**src/rtl/pfsplit.sv**
```systemverilog
// Instruction-word splitter between the single-word prefetch and the decoder.
// Holds one word and issues it whole, or as two compressed halves when bit 31 is set.
module pfsplit #(
  parameter int          ADDRESS_WIDTH = 30,
  parameter logic [14:0] NOOP_HALF     = 15'h7c00
) (
  input  logic                     i_clk,
  input  logic                     i_rst,
  input  logic                     i_new_pc,
  input  logic                     i_clear_cache,
  input  logic                     i_new_half,
  input  logic                     i_pf_valid,
  input  logic [31:0]              i_pf_insn,
  input  logic [ADDRESS_WIDTH-1:0] i_pf_pc,
  input  logic                     i_pf_illegal,
  output logic                     o_pf_ready,
  output logic                     o_valid,
  output logic [31:0]              o_insn,
  output logic [ADDRESS_WIDTH-1:0] o_pc,
  output logic                     o_half,
  output logic                     o_compressed,
  output logic                     o_illegal,
  input  logic                     i_ready
);

  logic                     valid_q, valid_d;
  logic [31:0]              word_q, word_d;
  logic [ADDRESS_WIDTH-1:0] pc_q, pc_d;
  logic                     illegal_q, illegal_d;
  logic                     misalign_q, misalign_d;
  logic                     phase_q, phase_d;
  logic                     skip_first_q, skip_first_d;

  logic flush;
  logic last;
  logic load;

  assign flush      = i_rst || i_new_pc || i_clear_cache;
  assign last       = !word_q[31] || illegal_q || phase_q || (word_q[14:0] == NOOP_HALF);
  assign o_pf_ready = !valid_q || (i_ready && last);
  assign load       = i_pf_valid && o_pf_ready;

  // Flush beats any load or handshake; otherwise a load replaces the held word
  always_comb begin
    valid_d      = valid_q;
    word_d       = word_q;
    pc_d         = pc_q;
    illegal_d    = illegal_q;
    misalign_d   = misalign_q;
    phase_d      = phase_q;
    skip_first_d = skip_first_q;
    if (flush) begin
      valid_d = 1'b0;
      phase_d = 1'b0;
      if (i_new_pc) begin
        skip_first_d = i_new_half;
      end
    end else if (load) begin
      valid_d      = 1'b1;
      word_d       = i_pf_insn;
      pc_d         = i_pf_pc;
      misalign_d   = skip_first_q && !i_pf_insn[31] && !i_pf_illegal;
      illegal_d    = i_pf_illegal || (skip_first_q && !i_pf_insn[31]);
      phase_d      = skip_first_q && i_pf_insn[31] && !i_pf_illegal;
      skip_first_d = 1'b0;
    end else if (valid_q && i_ready) begin
      if (last) begin
        valid_d = 1'b0;
      end else begin
        phase_d = 1'b1;
      end
    end
  end

  always_ff @(posedge i_clk) begin
    if (i_rst) begin
      valid_q      <= 1'b0;
      word_q       <= '0;
      pc_q         <= '0;
      illegal_q    <= 1'b0;
      misalign_q   <= 1'b0;
      phase_q      <= 1'b0;
      skip_first_q <= 1'b0;
    end else begin
      valid_q      <= valid_d;
      word_q       <= word_d;
      pc_q         <= pc_d;
      illegal_q    <= illegal_d;
      misalign_q   <= misalign_d;
      phase_q      <= phase_d;
      skip_first_q <= skip_first_d;
    end
  end

  // Illegal items are never split; a misaligned target reports as a second half
  always_comb begin
    o_valid      = valid_q;
    o_pc         = pc_q;
    o_illegal    = illegal_q;
    o_half       = phase_q || misalign_q;
    o_compressed = word_q[31] && !illegal_q;
    o_insn       = word_q;
    if (word_q[31] && !illegal_q) begin
      if (phase_q) begin
        o_insn = {16'h0, 1'b1, word_q[14:0]};
      end else begin
        o_insn = {16'h0, word_q[31:16]};
      end
    end
  end

endmodule
```
**config.mk**
```make
export PLATFORM = sky130hd
export DESIGN_NAME = pfsplit
export DESIGN_NICKNAME = d
export VERILOG_FILES = /design/src/rtl/pfsplit.sv
export SDC_FILE = /design/constraint.sdc
export NUM_CORES = 1
export LEC_CHECK = 0
export ABC_CLOCK_PERIOD_IN_PS = 1800
export BUFFER_PORTS_ARGS = -buffer_cell sky130_fd_sc_hd__clkbuf_2
export CAP_MARGIN = 20
export CORE_MARGIN = 1.5
export CORE_UTILIZATION = 44
export DETAILED_ROUTE_END_ITERATION = 7
export PLACE_DENSITY = 0.76
export SYNTH_ARGS = -nofsm -noshare
export SYNTH_HDL_FRONTEND = slang
export SYNTH_SLANG_ARGS = --single-unit
```
**constraint.sdc**
```tcl
create_clock -name i_clk -period 1.8 [get_ports i_clk]
set_clock_uncertainty 0.1 [all_clocks]
set_input_delay 0.27 -clock i_clk [delete_from_list [all_inputs] [get_ports i_clk]]
set_output_delay 0.27 -clock i_clk [all_outputs]
set_load 0.02 [all_outputs]
```
==> run summary <==
Synth area leaders = dfxtp_1 (40%), mux2_4 (26%), nor2b_1 (11%)
Top FF cell, synth = dfxtp_1
Worst Path Required = 1.92 ns
Worst-Skew Late Latency = 0.34 ns
Critical Path Start = word_q[0]
Global Route Usage Sum = 21.6%
Number of antenna violations at the first check in global routing = 0
Detailed Routing Iterations Pass 1 = 6
WP data arrival = 2.19 ns
Share of the synthesized area in the top cell type = 40.3%
Layout net count = 512
Worst setup margin = -0.273 ns
FMAX = 482 MHz
Cell Chain, Critical Path = nor4_4, nand4_1, buf_4, a31o_4, buf_6, buf_6, buf_16, mux2_4
Final Max Tran Viols = 0
Synth-to-Final Area Change = 48.0%
DRT iter0 DRCs = 90
CTS tree = built
Hold buffers post-CTS = 0
Max-Slew Margin vs Limit = 53.3%
Synthesized flop and latch total = 67
HP Start = i_pf_insn[29]
Final Hold Viols = 0
Port bufs = 136
Avg WL per Cell = 16.0 um
Total power = 3.39 mW
Slowest-stage cell, CP = dfxtp_2
Routed wire length = 8700 um
Hold Slack = 0.0503 ns
Maxcap violations = 0
Register area share after synthesis = 40.3%
Actual slew at the worst max-slew pin = 0.701 ns
Crit path max fanout = 7
Cell Area, Placed = 4140 um2
Mapped Avg Cell Area = 12.2 um2
Startpoint types = flip-flop
Fillers = 566
Most frequent cell after synthesis = dfxtp_1
CORE AREA = 7290 um2
Non-Filler Instances = 544
Status = complete, but fails checks
RSZ-0062 raised after global routing = yes
Fin crit share = 115%
Via count = 2,576
Setup-failing EPs final = 79
CTS Sinks = 67
I/O pins = 137
Failing checks = negative setup slack
CTS Buffer Depth = 2
CTS Buf Count = 9
Die Height = 90.0 um
Leakage power = 2.53 nW
Distinct cells, synth = 32
Cell area after synthesis = 3330 um2
Synth area leader = dfxtp_1
CP peak stage delay = 0.34 ns
Yosys warning count = 0
Remaining Overflow, GRT = 0
Cell total after placement = 508
FF-to-FF Start = word_q[0]
Die width = 90.0 um
Critical path class = reg2reg
Clock Pin Slew Worst Setup and Hold Paths = 0.08 ns
PwrDens = 688 nW/um2
Vias/cell = 4.74
Fraction of layout cells with a size suffix above 1 = 62.7%
Rows = 31
Asr flop ratio synth = 0%
Vias in the first global route = 2,665
Final ANT Viol Nets = 0
Global-route wire length before repair = 13,800 um
Type of destination of the critical path = flip-flop
Die area = 8100 um2
Placer Congestion = 0.763
Dpl hpwl = 5360 um
Antenna cells = 0
Htree depth = 3
Post-layout min period = 2.07 ns
Clk root buf = clkbuf_8
Max VDD drop = 0.371 mV
EDFF count, synth = 0
Syn_nets = 344
Initial Util = 45.7%
Hold Path Class = in2reg
Pin count of the biggest net entering global routing = 68
Top post-synthesis cells by count = dfxtp_1 (67), nor2b_1 (61), mux2_4 (57), mux2_2 (18), and2_1 (16)
Syn Inst Count = 274
Fin area = 4930 um2
# DRC = 0
Critical path's most frequent cell = buf_6
cells by family (layout without fill, tap and decap cells):
| logic type | Yosys count | after routing | synth area share [%] |
|---|---|---|---|
| DFF | 67 | 67 | 40.3 |
| buffers and inverters | 20 | 191 | 5.45 |
| muxes | 79 | 79 | 33.0 |
| AOI/OAI and AO/OA | 8 | 8 | 1.80 |
| and+or+nand+nor | 100 | 100 | 19.5 |
area by class of cell:
cell class                 count  area, um2  share of cell area, %
clock inverter                 2       35.0                  0.710
sequential                    67       1350                   27.4
clock buffer                  12        165                   3.35
multi-input combinational    187       1920                   38.9
timing repair buffer         174       1330                   26.9
tap                           99        124                   2.51
inverter                       3       11.3                  0.228
power by group:
part           total, mW  switching, mW  internal [mW]
Combinational      0.536          0.233          0.302
Sequential          1.57         0.0353           1.54
Clock               1.28          0.548          0.737
Total               3.39          0.817           2.57
worst max-delay path, delay by kind of cell, from the launching register on:
kind,cells,cell delay [ns]
compound gates,1,0.23
buf+inv,4,0.55
flops,1,0.34
mux,1,0.29
simple gates,2,0.44
state kept, by name, summed over array words and instances (netlist names):
name          flops
o_pc             30
word_q           32
phase_q           1
misalign_q        1
o_illegal         1
skip_first_q      1
o_valid           1
per-stage QoR:
step / TNS, ns / utilization, % / worst slack (ns)
3_3_place_gp: -1.53 / 56.8 / -0.0408
6_report: -15.21 / 67.6 / -0.273
2_1_floorplan: -2.98 / - / -0.0455
3_5_place_dp: -3.48 / 56.8 / -0.0805
5_1_grt: -19.24 / 67.6 / -0.320
4_1_cts: -12.04 / 67.4 / -0.340
cells in the final DEF (no fill, tap or decap), types with 2 or more instances in the layout:
cell type	Yosys	routed
and2_1	16	16
buf_12	6	3
buf_16	0	5
buf_4	0	18
buf_6	1	10
buf_8	0	19
clkbuf_2	0	119
clkbuf_8	0	12
dfxtp_1	67	62
dfxtp_2	0	3
dfxtp_4	0	2
inv_1	3	3
mux2_2	18	3
mux2_4	57	72
mux2i_1	4	4
nand2b_1	7	6
nor2_4	1	2
nor2b_1	61	61
nor4b_2	2	2
or2_2	2	2
timing repair:
item                       in CTS  in global routing
pin swaps                       6                  6
setup buffers                  15                  5
cloned                          7                  0
setup endpoints to repair      76                 95
gates resized for setup        74                 27
layer usage:
layer / GRT usage [%] / vias to the layer above / wire, um
li1: - / 1259 / -
met1: 27.5 / 1210 / 3890
met2: 36.4 / 91 / 4240
met3: 5.33 / 16 / 413
met4: 6.08 / 0 / 152
met5: 0 / - / 0
path summary, 6_finish.rpt:
path	endpoint	slack (ns)	cells after the start
worst min register to register	misalign_q	0.38	2
worst max register to register	o_pc[25]	-0.27	8
worst max-delay path	o_pc[25]	-0.27	8
worst min-delay path	word_q[29]	0.05	2
(Power assumes the default switching activity.)
